<file path="src/rtl/calc_pkg.sv">
// Shared types and constants for the calculator operation sequencer.
// Operand-select codes are active-low one-hot onto the R0..R3/PC latch enables.
package calc_pkg;

    typedef enum logic [2:0] {
        IDLE = 3'd0,
        SEL1 = 3'd1,
        SEL2 = 3'd2,
        EXEC = 3'd3,
        WAIT = 3'd4,
        WB   = 3'd5,
        DONE = 3'd6
    } state_t;

    localparam logic [2:0] SRC_R0 = 3'd0;
    localparam logic [2:0] SRC_R1 = 3'd1;
    localparam logic [2:0] SRC_R2 = 3'd2;
    localparam logic [2:0] SRC_R3 = 3'd3;
    localparam logic [2:0] SRC_PC = 3'd4;

    localparam logic [4:0] SEL_R0   = 5'b11110;
    localparam logic [4:0] SEL_R1   = 5'b11101;
    localparam logic [4:0] SEL_R2   = 5'b11011;
    localparam logic [4:0] SEL_R3   = 5'b10111;
    localparam logic [4:0] SEL_PC   = 5'b01111;
    localparam logic [4:0] SEL_NONE = 5'b11111;

    function automatic logic src_is_legal(input logic [2:0] src);
        return (src <= SRC_PC);
    endfunction

endpackage

</file>
<file path="src/rtl/calc_src_decode.sv">
// Operand source decoder: 3-bit source code to active-low one-hot select.
// Codes above PC decode to the idle select and raise illegal.
module calc_src_decode
    import calc_pkg::*;
(
    input  logic [2:0] src,
    output logic [4:0] sel_n,
    output logic       illegal
);

    always_comb begin
        sel_n   = SEL_NONE;
        illegal = ~src_is_legal(src);
        case (src)
            SRC_R0:  sel_n = SEL_R0;
            SRC_R1:  sel_n = SEL_R1;
            SRC_R2:  sel_n = SEL_R2;
            SRC_R3:  sel_n = SEL_R3;
            SRC_PC:  sel_n = SEL_PC;
            default: sel_n = SEL_NONE;
        endcase
    end

endmodule

</file>
<file path="src/rtl/calc_op_sequencer.sv">
// Sequences one two-operand calculator instruction: operand select, ALU start,
// bounded wait for the result, register write-back and optional PC increment.
//
// state | meaning
// IDLE  | waiting for start; illegal sources rejected here with err
// SEL1  | operand 1 select driven, flag=0
// SEL2  | operand 2 select driven, flag=1
// EXEC  | alu_start pulse
// WAIT  | waiting for alu_done, timeout down-counter running
// WB    | write-back strobe to destination register
// DONE  | done pulse (+ pc_inc), returns to IDLE
module calc_op_sequencer
    import calc_pkg::*;
#(
    parameter int DATA_W      = 8,
    parameter int TIMEOUT     = 16,
    parameter int AUTO_PC_INC = 1
) (
    input  logic              clk,
    input  logic              rst_n,
    input  logic              start,
    input  logic [2:0]        src1,
    input  logic [2:0]        src2,
    input  logic [1:0]        dst,
    input  logic [2:0]        op,
    input  logic              alu_done,
    input  logic [DATA_W-1:0] alu_res,
    output logic [4:0]        choose_reg,
    output logic              flag,
    output logic              alu_start,
    output logic [2:0]        alu_op,
    output logic              wr_en,
    output logic [3:0]        wr_sel,
    output logic [DATA_W-1:0] wr_data,
    output logic              pc_inc,
    output logic              busy,
    output logic              done,
    output logic              err
);

    localparam int CNT_W = (TIMEOUT > 1) ? $clog2(TIMEOUT) : 1;

    state_t            state_q, state_d;
    logic [2:0]        src1_q, src1_d;
    logic [2:0]        src2_q, src2_d;
    logic [1:0]        dst_q, dst_d;
    logic [2:0]        op_q, op_d;
    logic [DATA_W-1:0] res_q, res_d;
    logic [CNT_W-1:0]  cnt_q, cnt_d;

    logic [4:0]        choose_reg_q, choose_reg_d;
    logic              flag_q, flag_d;
    logic              alu_start_q, alu_start_d;
    logic              wr_en_q, wr_en_d;
    logic [3:0]        wr_sel_q, wr_sel_d;
    logic [DATA_W-1:0] wr_data_q, wr_data_d;
    logic              pc_inc_q, pc_inc_d;
    logic              busy_q, busy_d;
    logic              done_q, done_d;
    logic              err_q, err_d;

    logic [2:0]        dec1_src, dec2_src;
    logic [4:0]        sel1_n, sel2_n;
    logic              ill1, ill2;

    // In IDLE the decoders check the live request; afterwards they decode the captured sources.
    assign dec1_src = (state_q == IDLE) ? src1 : src1_q;
    assign dec2_src = (state_q == IDLE) ? src2 : src2_q;

    calc_src_decode u_dec1 (
        .src     (dec1_src),
        .sel_n   (sel1_n),
        .illegal (ill1)
    );

    calc_src_decode u_dec2 (
        .src     (dec2_src),
        .sel_n   (sel2_n),
        .illegal (ill2)
    );

    always_comb begin
        state_d = state_q;
        src1_d  = src1_q;
        src2_d  = src2_q;
        dst_d   = dst_q;
        op_d    = op_q;
        res_d   = res_q;
        cnt_d   = cnt_q;
        err_d   = 1'b0;

        case (state_q)
            IDLE: begin
                if (start) begin
                    if (ill1 || ill2) begin
                        err_d = 1'b1;
                    end else begin
                        src1_d  = src1;
                        src2_d  = src2;
                        dst_d   = dst;
                        op_d    = op;
                        state_d = SEL1;
                    end
                end
            end
            SEL1: state_d = SEL2;
            SEL2: state_d = EXEC;
            EXEC: begin
                cnt_d   = CNT_W'(TIMEOUT - 1);
                state_d = WAIT;
            end
            WAIT: begin
                if (alu_done) begin
                    res_d   = alu_res;
                    state_d = WB;
                end else if (cnt_q == '0) begin
                    err_d   = 1'b1;
                    state_d = IDLE;
                end else begin
                    cnt_d = cnt_q - CNT_W'(1);
                end
            end
            WB:      state_d = DONE;
            DONE:    state_d = IDLE;
            default: state_d = IDLE;
        endcase
    end

    // Outputs are registered: decode from the state being entered.
    always_comb begin
        choose_reg_d = SEL_NONE;
        flag_d       = 1'b0;
        alu_start_d  = 1'b0;
        wr_en_d      = 1'b0;
        wr_sel_d     = 4'b0000;
        wr_data_d    = '0;
        pc_inc_d     = 1'b0;
        done_d       = 1'b0;
        busy_d       = (state_d != IDLE);

        case (state_d)
            SEL1: choose_reg_d = sel1_n;
            SEL2: begin
                choose_reg_d = sel2_n;
                flag_d       = 1'b1;
            end
            EXEC: alu_start_d = 1'b1;
            WB: begin
                wr_en_d   = 1'b1;
                wr_sel_d  = 4'b0001 << dst_q;
                wr_data_d = res_d;
            end
            DONE: begin
                done_d   = 1'b1;
                pc_inc_d = (AUTO_PC_INC != 0);
            end
            default: ;
        endcase
    end

    always_ff @(posedge clk) begin
        if (!rst_n) begin
            state_q      <= IDLE;
            src1_q       <= '0;
            src2_q       <= '0;
            dst_q        <= '0;
            op_q         <= '0;
            res_q        <= '0;
            cnt_q        <= '0;
            choose_reg_q <= SEL_NONE;
            flag_q       <= 1'b0;
            alu_start_q  <= 1'b0;
            wr_en_q      <= 1'b0;
            wr_sel_q     <= '0;
            wr_data_q    <= '0;
            pc_inc_q     <= 1'b0;
            busy_q       <= 1'b0;
            done_q       <= 1'b0;
            err_q        <= 1'b0;
        end else begin
            state_q      <= state_d;
            src1_q       <= src1_d;
            src2_q       <= src2_d;
            dst_q        <= dst_d;
            op_q         <= op_d;
            res_q        <= res_d;
            cnt_q        <= cnt_d;
            choose_reg_q <= choose_reg_d;
            flag_q       <= flag_d;
            alu_start_q  <= alu_start_d;
            wr_en_q      <= wr_en_d;
            wr_sel_q     <= wr_sel_d;
            wr_data_q    <= wr_data_d;
            pc_inc_q     <= pc_inc_d;
            busy_q       <= busy_d;
            done_q       <= done_d;
            err_q        <= err_d;
        end
    end

    assign choose_reg = choose_reg_q;
    assign flag       = flag_q;
    assign alu_start  = alu_start_q;
    assign alu_op     = op_q;
    assign wr_en      = wr_en_q;
    assign wr_sel     = wr_sel_q;
    assign wr_data    = wr_data_q;
    assign pc_inc     = pc_inc_q;
    assign busy       = busy_q;
    assign done       = done_q;
    assign err        = err_q;

endmodule

</file>
<file path="config.mk">
export PLATFORM = sky130hd
export DESIGN_NAME = calc_op_sequencer
export DESIGN_NICKNAME = d
export VERILOG_FILES = /design/src/rtl/calc_pkg.sv /design/src/rtl/calc_src_decode.sv /design/src/rtl/calc_op_sequencer.sv
export SDC_FILE = /design/constraint.sdc
export NUM_CORES = 1
export LEC_CHECK = 0
export BUFFER_PORTS_ARGS = -buffer_cell sky130_fd_sc_hd__buf_2
export CAP_MARGIN = 20
export CORE_MARGIN = 8
export CORE_UTILIZATION = 30
export DETAILED_ROUTE_END_ITERATION = 16
export GPL_TIMING_DRIVEN = 0
export PLACE_DENSITY = 0.52
export SYNTH_ARGS = -nofsm -noshare
export SYNTH_HDL_FRONTEND = slang
export SYNTH_SLANG_ARGS = --single-unit
</file>
<file path="constraint.sdc">
create_clock -name clk -period 2.88 [get_ports clk]
set_input_delay 0.144 -clock clk [delete_from_list [all_inputs] [get_ports clk]]
set_output_delay 0.144 -clock clk [all_outputs]
set_load 0.01 [all_outputs]
</file>
Word level (Yosys, flattened, before mapping)
Cells that the tools add are included.
W data, S select, Z words.
{"block": "word_totals", "wordCells": 77, "in_bits": 23, "reg_bits": 49, "out_inout_bits": 27}
{"block": "op_classes", "n_lt_le_gt_ge": 2, "shift": 1, "n_mux": 24, "bitwise": 3, "reduce_logical": 10, "n_eq_ne": 20, "add_sub_neg": 1}
{"operator": "$pmux W5 S5", "n": 2}
{"operator": "$eq A3 B2 Y1 const B", "n": 8}
{"operator": "$eq A3 B3 Y1 const B", "n": 6}
{"operator": "$mux W3", "n": 6}
{"operator": "$pmux W3 S6", "n": 1}
{"operator": "$mux W8", "n": 2}
{"operator": "$eq A3 B1 Y1 const B", "n": 4}
{"operator": "$pmux W5 S2", "n": 1}
{"operator": "$logic_not A3 Y1", "n": 3}
{"operator": "$mux W1", "n": 8}
{"operator": "$mux W4", "n": 2}
{"operator": "$pmux W4 S2", "n": 1}
{"operator": "$le A3 B3 Y1 const B", "n": 2}
{"operator": "$reduce_and A3 Y1", "n": 2}
{"operator": "$logic_not A4 Y1", "n": 1}
{"operator": "$ne A2 B2 Y1 const B", "n": 2}
{"operator": "$shl A1 B2 Y4 const A", "n": 1}
{"operator": "$sub A4 B1 Y4 const B", "n": 1}
{"operator": "$not A1 Y1", "n": 3}
{"operator": "$reduce_bool A3 Y1", "n": 1}
{"operator": "$pmux W1 S2", "n": 1}
{"operator": "$reduce_and A2 Y1", "n": 1}
{"operator": "$reduce_bool A2 Y1", "n": 1}
{"operator": "$logic_or A1 B1 Y1", "n": 1}

Longest topological paths before layout
Gate-level depths: netlist (run 1).
{"block": "logic_depth", "depth_word": 10, "depth_mapped": 6, "depth_no_buf": 6}

By module
Synthesis (run 1) repeated with hierarchy kept, for this count alone.
{"block": "hier_totals", "hier_cells": 222, "area_unflattened_um2": 2105.8}
{"mod": "calc_op_sequencer", "n_inst": 1, "cells_each": 210, "seq_area_each_um2": 980.9, "area_each_um2": 2010.7}
{"mod": "calc_src_decode", "n_inst": 2, "cells_each": 6, "seq_area_each_um2": 0.0, "area_each_um2": 47.5}

Worst setup path after synthesis (run 1)
Ideal clock, no wire load.
{"block": "synth_path", "kind": "register to register", "from": "reg cnt_q[0]", "to": "reg cnt_q[1]", "required_ns": 2.751, "n_path_buf": 0, "path_stages_with_launch": 7, "path_slack_ns": 1.395, "arrival_ns": 1.356, "path_cell_list": "dfxtp_1 inv_1 ha_1 or3b_1 and2_4 a211oi_1 a311oi_1"}
{"block": "synth_via", "elab_chain_len": 4, "word_cells_on_any_way": 7, "cone_classes": "add/sub: 1; eq/ne: 1; mux: 3; reduce/logical: 2"}
{"item": "start, declared", "line": "calc_op_sequencer.sv:49", "text": "logic [CNT_W-1:0] cnt_q, cnt_d;"}
{"item": "start signal, assigned", "line": "calc_op_sequencer.sv:187", "text": "cnt_q <= cnt_d;"}
{"item": "$sub A4 B1 Y4", "line": "calc_op_sequencer.sv:120", "text": "cnt_d = cnt_q - CNT_W'(1);"}
{"item": "$mux W4", "line": "calc_op_sequencer.sv:116", "text": "end else if (cnt_q == '0) begin"}
{"item": "$mux W4", "line": "calc_op_sequencer.sv:113", "text": "if (alu_done) begin"}
{"item": "$pmux W4 S2", "line": "calc_op_sequencer.sv:92", "text": "case (state_q)"}
Several ways; a longest one is shown, not always the timed one. The select of a mux whose other input is x is not followed.
A chain may end at the register's enable or synchronous reset.

Worst setup path after layout (run 1)
Same ends and word-level chain as after synthesis.

==> results of run 1 <==
-- per-layer routing --
layer,vias up,global-route usage (%),share of wire [%]
met5,-,0,0
met4,0,4.85,1.9
met3,5,3.50,7.0
met2,55,15.6,43
met1,581,12.1,48
li1,663,-,-
-- power groups by stage --
stage | registers [mW] | clock network, mW | logic (mW)
3_5_place_dp | 0.567 | 0 | 0.113
4_1_cts | 0.554 | 0.458 | 0.114
2_1_floorplan | 0.569 | 0 | 0.0669
6_report | 0.554 | 0.443 | 0.112
5_1_grt | 0.556 | 0.475 | 0.127
3_3_place_gp | 0.567 | 0 | 0.114
-- per-stage QoR --
stage	instance area, um^2	hold slack [ns]	setup WS, ns	power, mW
final	1920	0.0846	1.28	1.11
after detailed placement	1810	0.373	1.29	0.680
after global routing	1920	0.0787	1.15	1.16
after CTS	1920	0.0713	1.28	1.13
after global placement	1810	0.375	1.29	0.681
after floorplan	1490	0.259	1.40	0.636
-- worst paths after layout --
| path | from | endpoint | slack, ns | depth (start not counted) |
|---|---|---|---|---|
| setup / recovery | cnt_q[0] | cnt_q[1] | 1.28 | 6 |
| hold / removal | alu_res[1] | wr_data[1] | 0.08 | 2 |
| setup reg to reg | cnt_q[0] | cnt_q[1] | 1.28 | 6 |
| hold reg to reg | alu_op[2] | alu_op[2] | 0.46 | 2 |
-- cell usage in the layout (no fill, tap or decap), types with 3 or more instances in the layout --
master,netlist,final
sky130_fd_sc_hd__inv_1,5,5
sky130_fd_sc_hd__clkbuf_8,0,5
sky130_fd_sc_hd__nor2_1,11,11
sky130_fd_sc_hd__nand2_1,15,15
sky130_fd_sc_hd__nand3_1,10,10
sky130_fd_sc_hd__a22oi_1,4,4
sky130_fd_sc_hd__dfxtp_1,38,38
sky130_fd_sc_hd__a21oi_1,5,5
sky130_fd_sc_hd__a211oi_1,3,3
sky130_fd_sc_hd__clkbuf_1,4,6
sky130_fd_sc_hd__buf_2,4,52
sky130_fd_sc_hd__and3_1,10,10
sky130_fd_sc_hd__o21ai_1,13,13
sky130_fd_sc_hd__nor3_1,4,4
-- layout make-up --
type / count / area [um^2] / share of cell area (%)
clock inverters: 1 / 30.0 / 1.56
plain buffers: 12 / 68.8 / 3.59
flip-flops and latches: 38 / 761 / 39.6
inverters: 6 / 22.5 / 1.17
clock buffers: 7 / 76.3 / 3.98
well taps: 67 / 83.8 / 4.37
multi-input cells: 103 / 637 / 33.2
repair buffers: 48 / 240 / 12.5
-- kinds of logic after synthesis --
logic type | share of synthesized area (%)
XOR/XNOR | 0.588
buffers and inverters | 6.13
multiplexers | 0.756
AO/OA/AOI/OAI | 12.2
flip-flops | 51.1
AND/OR/NAND/NOR | 28.4
adder cells (fa/ha/maj) | 0.840
==> flow_metrics.py, run 1 <==
metrics = {
    "status": {
        "status": "finished, final reports clean",
    },
    "route": {
        "detailedRoute.firstPassIterationCount": 4,
        "drt-total-wl_um": 3560,
        "first_iter_violations": 29,
        "residual_drc": 0,
        "antenna_left": 0,
        "detailroute.via_count": 1304,
        "route.detailed.vias_per_inst": 4.62,
        "drt-wirelength-per-cell_um": 12.6,
    },
    "clocking": {
        "clock_sink_count": 38,
        "clock_tree.htree_level_count": 2,
        "clock_tree.root_cell": "sky130_fd_sc_hd__clkbuf_8",
        "tritoncts": "done",
        "clk_path_buf_depth": 2,
        "worst_skew_pair.late_latency_ns": 0.28,
        "post-cts-setup-buffer-count": 0,
        "cts_hold_repair.buffers": 0,
        "number_of_buffers_created_by_cts": 5,
        "resized_cells_post_cts": 0,
        "clk_transition_reported_paths_ns": 0.07,
    },
    "grt": {
        "antenna_found_initial": 0,
        "grt_util_all_layers_pct": 10.1,
        "grt_pass1_wl_um": 6080,
        "grt_max_degree": 12,
        "overflow": 0,
        "first_global_vias": 1353,
    },
    "worst_setup_path": {
        "cp_arrival_ns": 1.76,
        "critical_path_required_ns": 3.05,
        "critical_path.slowest_cell": "sky130_fd_sc_hd__or3b_1",
        "timing.critical_path.cells": "inv_1 > ha_1 > or3b_1 > and2_4 > a211oi_1 > a311oi_1",
        "kind_of_critical_path": "flop to flop",
        "buf_inv_on_cp": 1,
        "cp_slowest_stage_delay_ns": 0.43,
        "crit_path_max_fanout": 5,
        "worst_setup_path_start_kind": "flop",
        "endpoint_kind": "flop",
        "cpLargestDelayFamily": "simple AND/OR/NAND/NOR gates",
    },
    "placed_design": {
        "place.gp.congestion": 0.777,
        "port-buffer-count": 48,
        "dpl.hpwl_um": 2680,
        "placed_cells": 274,
    },
    "floorplanning": {
        "core_area_um2": 4750,
        "dieHeight_um": 86.5,
        "top_level_ports": 50,
        "die_w_um": 86.5,
        "die_area_um2": 7470,
        "core.rowCount": 25,
        "initial_cell_density_of_the_core_pct": 31.3,
    },
    "power": {
        "seq_power_share_pct": 50.0,
        "max-vdd-ir-drop_mv": 0.264,
        "power.combinational.fraction_pct": 10.1,
        "p_sw_mw": 0.260,
        "power.share.clock_pct": 40.0,
        "share_of_total_power_consumed_by_net_switching_pct": 23.4,
        "p_per_area_nw_per_um2": 578,
        "cell_internal_pwr_mw": 0.850,
        "p_leak_nw": 0.868,
    },
    "layout": {
        "filler_cell_count": 513,
        "area_delta_synth_final_pct": 28.9,
        "final_layout_size_suffix_gt1_share_pct": 31.6,
        "postLayoutCoreUtil_pct": 40.4,
        "largest_reg_flops": 8,
        "final_net_count": 238,
        "antenna_cells_inserted": 0,
        "finalNonFillerCells": 282,
    },
    "yosys": {
        "synth_area_um2": 1490,
        "synth_sequential_area_ratio_pct": 51.1,
        "yosys_warnings": 0,
        "synth_largest_type_area_fraction_pct": 51.1,
        "syn-instance-count": 159,
        "ys_top_cells_by_area": "sky130_fd_sc_hd__dfxtp_1 51%, sky130_fd_sc_hd__o21ai_1 4.4%, sky130_fd_sc_hd__and3_1 4.2%",
        "yosys_most_used_dff": "sky130_fd_sc_hd__dfxtp_1",
        "list_of_most_frequent_post_synthesis_cells": "38 x sky130_fd_sc_hd__dfxtp_1, 15 x sky130_fd_sc_hd__nand2_1, 13 x sky130_fd_sc_hd__o21ai_1, 11 x sky130_fd_sc_hd__nor2_1",
        "synth.net_count": 183,
        "synth-edff-count": 0,
        "synth-async-reset-ratio_pct": 0,
        "most_frequently_used_cell_type_in_the_post_synthesis_netlist": "sky130_fd_sc_hd__dfxtp_1",
        "yosys.area.top_type": "sky130_fd_sc_hd__dfxtp_1",
        "synth-seq-cells": 38,
        "syn_avg_cell_area_um2": 9.36,
        "yosysUniqueCellTypes": 39,
    },
    "sta": {
        "fin_worst_skew_ns": 0.00650,
        "period_minus_slack_ns": 1.60,
        "grt_setup_unrepaired": "false",
        "slew_headroom_pct": 73.8,
        "worst_slew_pin_slew_ns": 0.393,
        "max_slew_violation_count": 0,
        "finalCritPeriodShare_pct": 55.5,
        "clock.fmax_ghz": 0.626,
        "setup_viol_count_final": 0,
        "hold_viol": 0,
        "fin_setup_tns_ns": 0,
    },
    "run": {
        "number_of_max_cap_violations": 0,
    },
    "worst_hold_path": {
        "timing.hold.worst.class": "input port to flop",
    },
}
No activity file was read; power rests on OpenSTA's default activity.
==> inputs of run 2 (changes only) <==
--- a/config.mk
+++ b/config.mk
@@ -11,7 +11,7 @@
 export CORE_UTILIZATION = 30
 export DETAILED_ROUTE_END_ITERATION = 16
 export GPL_TIMING_DRIVEN = 0
-export PLACE_DENSITY = 0.52
+export PLACE_DENSITY = 0.54
 export SYNTH_ARGS = -nofsm -noshare
 export SYNTH_HDL_FRONTEND = slang
 export SYNTH_SLANG_ARGS = --single-unit
==> constraint.sdc (replaced) <==
create_clock -name clk -period 1.4 [get_ports clk]
set_input_delay 0.07 -clock clk [delete_from_list [all_inputs] [get_ports clk]]
set_output_delay 0.07 -clock clk [all_outputs]
set_load 0.01 [all_outputs]
==> run 2 against run 1 <==
- the flow now finishes with violations (negative setup slack)
- hold slack got worse by 0.078 ns
- non-clock buffer count increased by 17
- cell area increased by 14%
- routed wire length increased by 11%
- flip-flop and latch count unchanged
- die area unchanged
==> flow_metrics.py, run 2 (synthesized netlist as in run 1, its figures left out) <==
metrics = {
    "route": {
        "first_iter_violations": 52,
        "detailedRoute.firstPassIterationCount": 4,
        "detailroute.via_count": 1397,
        "residual_drc": 0,
        "drt-total-wl_um": 3960,
        "route.detailed.vias_per_inst": 4.67,
        "antenna_left": 0,
        "drt-wirelength-per-cell_um": 13.3,
    },
    "clocking": {
        "clock_tree.htree_level_count": 2,
        "number_of_buffers_created_by_cts": 5,
        "clk_path_buf_depth": 2,
        "clock_sink_count": 38,
        "tritoncts": "done",
        "clock_tree.root_cell": "sky130_fd_sc_hd__clkbuf_8",
        "worst_skew_pair.late_latency_ns": 0.29,
        "clk_transition_reported_paths_ns": 0.08,
    },
    "layout": {
        "fin_area_um2": 2190,
        "most_used_cells_in_the_layout_excluding_fill_and_tap_cells": "50 x sky130_fd_sc_hd__buf_2, 33 x sky130_fd_sc_hd__dfxtp_1, 15 x sky130_fd_sc_hd__nand2_1",
        "area_delta_synth_final_pct": 47.1,
        "filler_cell_count": 479,
        "mostFrequentLayoutCell": "sky130_fd_sc_hd__buf_2",
        "multi_input_area_um2": 761,
        "finalNonFillerCells": 299,
        "largest_reg_flops": 8,
        "postLayoutCoreUtil_pct": 46.1,
        "antenna_cells_inserted": 0,
        "final_net_count": 255,
        "final_layout_size_suffix_gt1_share_pct": 47.8,
        "layout.area.seq_um2": 767,
    },
    "worst_setup_path": {
        "critical_path_required_ns": 1.57,
        "worst_setup_path_start_kind": "flop",
        "kind_of_critical_path": "flop to flop",
        "critical_path.slowest_cell": "sky130_fd_sc_hd__or3b_4",
        "timing.critical_path.cells": "inv_2 > ha_4 > or3b_4 > and2_4 > a211oi_4 > a211oi_2",
        "cp_slowest_stage_delay_ns": 0.41,
        "crit_path_max_fanout": 4,
        "endpoint_kind": "flop",
        "cp_arrival_ns": 1.65,
    },
    "sta": {
        "fin_ws_ns": -0.0803,
        "clock.fmax_ghz": 0.676,
        "finalCritPeriodShare_pct": 106,
        "period_minus_slack_ns": 1.48,
        "fin_worst_skew_ns": 0.00583,
        "grt_setup_unrepaired": "true",
        "worst_slew_pin_slew_ns": 0.597,
        "setup_viol_count_final": 5,
        "hold_viol": 0,
        "max_slew_violation_count": 0,
        "slew_headroom_pct": 60.2,
    },
    "grt": {
        "overflow": 0,
        "first_global_vias": 1373,
        "antenna_found_initial": 0,
        "grt_util_all_layers_pct": 10.5,
        "grt_max_degree": 13,
        "grt_pass1_wl_um": 6360,
    },
    "placed_design": {
        "placed_cells": 274,
        "dpl.hpwl_um": 2620,
        "place.gp.congestion": 0.757,
        "port-buffer-count": 48,
        "dpl-instance-area_um2": 1830,
    },
    "power": {
        "p_total_mw": 2.20,
        "max-vdd-ir-drop_mv": 0.498,
        "share_of_total_power_consumed_by_net_switching_pct": 26.6,
        "power.combinational.fraction_pct": 14.2,
        "seq_power_share_pct": 51.9,
        "cell_internal_pwr_mw": 1.62,
        "power.share.clock_pct": 33.9,
        "p_per_area_nw_per_um2": 1010,
        "p_sw_mw": 0.587,
        "p_leak_nw": 0.978,
    },
    "status": {
        "violated_checks": "negative setup slack",
        "status": "complete, but fails checks",
    },
    "floorplanning": {
        "core_area_um2": 4750,
        "die_area_um2": 7470,
        "initial_cell_density_of_the_core_pct": 31.3,
        "dieHeight_um": 86.5,
        "top_level_ports": 50,
        "die_w_um": 86.5,
        "core.rowCount": 25,
    },
    "run": {
        "number_of_max_cap_violations": 0,
    },
    "worst_hold_path": {
        "timing.hold.worst.class": "input port to flop",
    },
}
-- run 2: cell count changes in the layout (fill, tap and decap cells not counted), sizes merged --
cell and delta:
dlygate4sd3 +5, bufinv -1, buf +12, clkbuf -1, clkinv +2
-- run 2: timing repair --
action                     4_1_cts  5_1_grt
gates cloned                     0        1
resized for setup                7       32
hold endpoints to repair         3        2
setup buffers                    4        7
pin swaps                        6       10
hold buffers                     3        2
setup endpoints to repair       13       20
-- run 2: path summary, 6_finish.rpt --
check	start	end	slack [ns]	cells past startpoint
hold / removal	op[0]	alu_op[0]	0.007	3
setup reg to reg	cnt_q[1]	cnt_q[0]	-0.08	6
setup / recovery	cnt_q[1]	cnt_q[0]	-0.08	6
hold reg to reg	alu_op[0]	alu_op[0]	0.47	2
-- run 2: power groups by stage --
stage / registers (mW) / logic, mW / clock network [mW]
floorplan: 1.17 / 0.142 / 0
global placement: 1.17 / 0.238 / 0
detailed placement: 1.17 / 0.238 / 0
CTS: 1.14 / 0.257 / 0.774
global route: 1.15 / 0.346 / 0.820
finish: 1.14 / 0.314 / 0.746
-- run 2: worst max-delay path, delay by kind of cell, from the launching register on --
kind	cells	cell delay [ns]
adder cells (fa/ha/maj)	1	0.12
AND/OR/NAND/NOR	2	0.62
AO/OA/AOI/OAI	2	0.24
flip-flops	1	0.33
buffers and inverters	1	0.06
-- run 2: area by class of cell --
cell class	count	share of cell area, %
Buffer	12	3.77
Clock inverter	2	0.628
Inverter	6	1.03
Multi-Input combinational cell	103	34.7
Clock buffer	6	3.31
Sequential cell	38	35.0
Tap cell	67	3.83
Timing Repair Buffer	65	17.7
-- run 2: per-layer routing --
| metal | wire, um | share of wire [%] | track usage, % | up-vias |
|---|---|---|---|---|
| li1 | - | - | - | 701 |
| met1 | 1880 | 47 | 13.1 | 643 |
| met2 | 1790 | 45 | 16.4 | 48 |
| met3 | 261 | 6.6 | 4.06 | 5 |
| met4 | 28 | 0.71 | 2.82 | 0 |
| met5 | 0 | 0 | 0 | - |
-- run 2: per-stage QoR --
| step | TNS (ns) | setup WS, ns | hold WS (ns) |
|---|---|---|---|
| 6_report | -0.227 | -0.0803 | 0.00695 |
| 5_1_grt | -1.44 | -0.128 | 0.0131 |
| 4_1_cts | -0.0949 | -0.0782 | 0.000374 |
| 3_5_place_dp | -0.271 | -0.0837 | 0.296 |
| 3_3_place_gp | -0.220 | -0.0963 | 0.294 |
| 2_1_floorplan | 0 | 0.00193 | 0.185 |
==> inputs of run 3 (changes only) <==
--- a/config.mk
+++ b/config.mk
@@ -11,7 +11,8 @@
 export CORE_UTILIZATION = 30
 export DETAILED_ROUTE_END_ITERATION = 16
 export GPL_TIMING_DRIVEN = 0
-export PLACE_DENSITY = 0.54
+export PLACE_DENSITY = 0.52
+export RECOVER_POWER = 50
 export SYNTH_ARGS = -nofsm -noshare
 export SYNTH_HDL_FRONTEND = slang
 export SYNTH_SLANG_ARGS = --single-unit
==> constraint.sdc (replaced) <==
create_clock -name clk -period 1.6 [get_ports clk]
set_input_delay 0.08 -clock clk [delete_from_list [all_inputs] [get_ports clk]]
set_output_delay 0.08 -clock clk [all_outputs]
set_load 0.01 [all_outputs]
==> run 3 against run 2 <==
- the run now ends clean
- cell count decreased by 5.7%
- clock power increased by 6.6%
- combinational power decreased by 35%
- die area unchanged
- core utilization decreased by 5.9 points
- critical endpoint is now cnt_q[1]
- register-to-register slack improved by 0.14 ns
- highest routed layer unchanged
- non-clock buffer count decreased by 17
- maximum frequency decreased by 3.7%
- critical path depth unchanged
- power decreased by 9.5%
- largest cell class unchanged
- critical path type unchanged
==> flow_metrics.py, run 3 (synthesized netlist as in run 1, its figures left out) <==
metrics = {
    "status": {
        "status": "finished, final reports clean",
    },
    "worst_setup_path": {
        "cp_arrival_ns": 1.70,
        "worst_setup_path_start_kind": "flop",
        "reg2reg_start": "cnt_q[1]",
        "endpoint_kind": "flop",
        "critical_path_required_ns": 1.76,
        "capture_instance_of_the_worst_register_to_register_path": "cnt_q[1]",
        "reg2regPathDepth": 6,
        "kind_of_critical_path": "flop to flop",
        "reg2reg_slack_ns": 0.06,
        "timing.critical_path.to": "cnt_q[1]",
        "cp-startpoint": "cnt_q[1]",
        "crit_path_max_fanout": 5,
    },
    "route": {
        "drt-total-wl_um": 3620,
        "detailedRoute.firstPassIterationCount": 4,
        "route.detailed.vias_per_inst": 4.59,
        "drt-wirelength-per-cell_um": 12.8,
        "detailroute.via_count": 1295,
        "residual_drc": 0,
        "first_iter_violations": 33,
        "antenna_left": 0,
    },
    "clocking": {
        "clock_sink_count": 38,
        "worst_skew_pair.late_latency_ns": 0.28,
        "cts_hold_repair.buffers": 0,
        "clk_path_buf_depth": 2,
        "tritoncts": "done",
        "clk_transition_reported_paths_ns": 0.07,
        "clock_tree.root_cell": "sky130_fd_sc_hd__clkbuf_8",
        "number_of_buffers_created_by_cts": 5,
        "clock_tree.htree_level_count": 2,
    },
    "floorplanning": {
        "initial_cell_density_of_the_core_pct": 31.3,
        "core.rowCount": 25,
        "dieHeight_um": 86.5,
        "core_area_um2": 4750,
        "die_area_um2": 7470,
        "die_w_um": 86.5,
        "top_level_ports": 50,
    },
    "worst_hold_path": {
        "timing.hold.worst.class": "input port to flop",
    },
    "layout": {
        "final_net_count": 238,
        "largest_reg_flops": 8,
        "most_used_cells_in_the_layout_excluding_fill_and_tap_cells": "36 x sky130_fd_sc_hd__dfxtp_1, 33 x sky130_fd_sc_hd__clkbuf_1, 25 x sky130_fd_sc_hd__buf_2",
        "final_layout_size_suffix_gt1_share_pct": 22.3,
        "area_delta_synth_final_pct": 28.4,
        "antenna_cells_inserted": 0,
        "mostFrequentLayoutCell": "sky130_fd_sc_hd__dfxtp_1",
        "finalNonFillerCells": 282,
        "fin_area_um2": 1910,
    },
    "sta": {
        "slew_headroom_pct": 67.6,
        "max_slew_violation_count": 0,
        "setup_viol_count_final": 0,
        "worst_slew_pin_slew_ns": 0.485,
        "fin_ws_ns": 0.0636,
        "clock.fmax_ghz": 0.651,
        "period_minus_slack_ns": 1.54,
        "hold_viol": 0,
        "fin_worst_skew_ns": 0.00678,
        "finalCritPeriodShare_pct": 96.0,
    },
    "grt": {
        "antenna_found_initial": 0,
        "grt_pass1_wl_um": 6090,
        "grt_max_degree": 12,
        "overflow": 0,
        "grt_util_all_layers_pct": 10.1,
        "first_global_vias": 1353,
    },
    "run": {
        "number_of_max_cap_violations": 0,
    },
    "placed_design": {
        "place.gp.congestion": 0.777,
        "placed_cells": 274,
        "port-buffer-count": 48,
        "dpl.hpwl_um": 2680,
        "dpl-instance-area_um2": 1810,
        "dpl_worst_slack_ns": 0.00759,
    },
    "power": {
        "p_leak_nw": 0.770,
        "max-vdd-ir-drop_mv": 0.471,
        "p_per_area_nw_per_um2": 1040,
        "p_total_mw": 2.00,
    },
}
==> run 3: changes by cell type in the layout (fill, tap and decap cells not counted), sizes merged <==
| cell | previous run | this run |
|---|---|---|
| buf | 68 | 29 |
| bufinv | 0 | 1 |
| clkbuf | 10 | 38 |
| clkinv | 3 | 1 |
| dlygate4sd3 | 5 | 0 |
==> run 3: how the worst min path moves through the flow <==
stage               startpoint            end  slack [ns]  cells past startpoint
global placement    alu_res[0]     wr_data[0]        0.31                      2
global route        alu_res[3]     wr_data[3]        0.01                      2
CTS                 alu_res[1]     wr_data[1]       0.007                      2
floorplan              src1[0]  choose_reg[3]        0.19                      1
detailed placement  alu_res[3]     wr_data[3]        0.31                      2
finish              alu_res[0]     wr_data[0]        0.02                      2
==> run 3: metal layers <==
metal  share of wire [%]  track usage [%]
met1                  48             12.2
met2                  44             15.6
met3                 6.0             3.50
met4                 1.8             4.85
met5                   0                0
==> run 3: layout make-up <==
| cell class | count | area [um^2] |
|---|---|---|
| clock buffers | 7 | 76.3 |
| plain buffers | 12 | 68.8 |
| repair buffers | 48 | 206 |
| flip-flops and latches | 38 | 766 |
| inverters | 6 | 22.5 |
| well taps | 67 | 83.8 |
| clock inverters | 1 | 30.0 |
| multi-input cells | 103 | 658 |
| fillers | 525 | 2840 |
==> run 3: power breakdown <==
group / total [mW] / internal, mW / switching (mW) / leakage [nW]
clock network: 0.795 / 0.467 / 0.328 / 0.0524
logic: 0.203 / 0.0873 / 0.116 / 0.408
registers: 0.997 / 0.974 / 0.0231 / 0.309
==> run 3: worst max-delay path: stages, from the launching register on <==
cell and delay, ns:
sky130_fd_sc_hd__dfxtp_2 0.33, sky130_fd_sc_hd__inv_1 0.07, sky130_fd_sc_hd__ha_2 0.18, sky130_fd_sc_hd__or3b_4 0.41, sky130_fd_sc_hd__and2_4 0.19, sky130_fd_sc_hd__a211oi_2 0.16
sky130_fd_sc_hd__a311oi_2 0.07
==> run 3: per-stage QoR <==
step | setup TNS [ns] | hold WS [ns] | utilization, %
4_1_cts | 0 | 0.00730 | 40.4
5_1_grt | -0.0244 | 0.0147 | 40.2
3_3_place_gp | 0 | 0.311 | 38.1
2_1_floorplan | 0 | 0.195 | -
3_5_place_dp | 0 | 0.309 | 38.1
6_report | 0 | 0.0211 | 40.2
==> run 3: what timing repair did <==
| item | in CTS | in global routing |
|---|---|---|
| resized for setup | 1 | 8 |
| pin swaps | 0 | 3 |
| setup buffers | 0 | 0 |
| endpoints found under the setup margin | 1 | 2 |
| hold endpoints to repair | 0 | 0 |
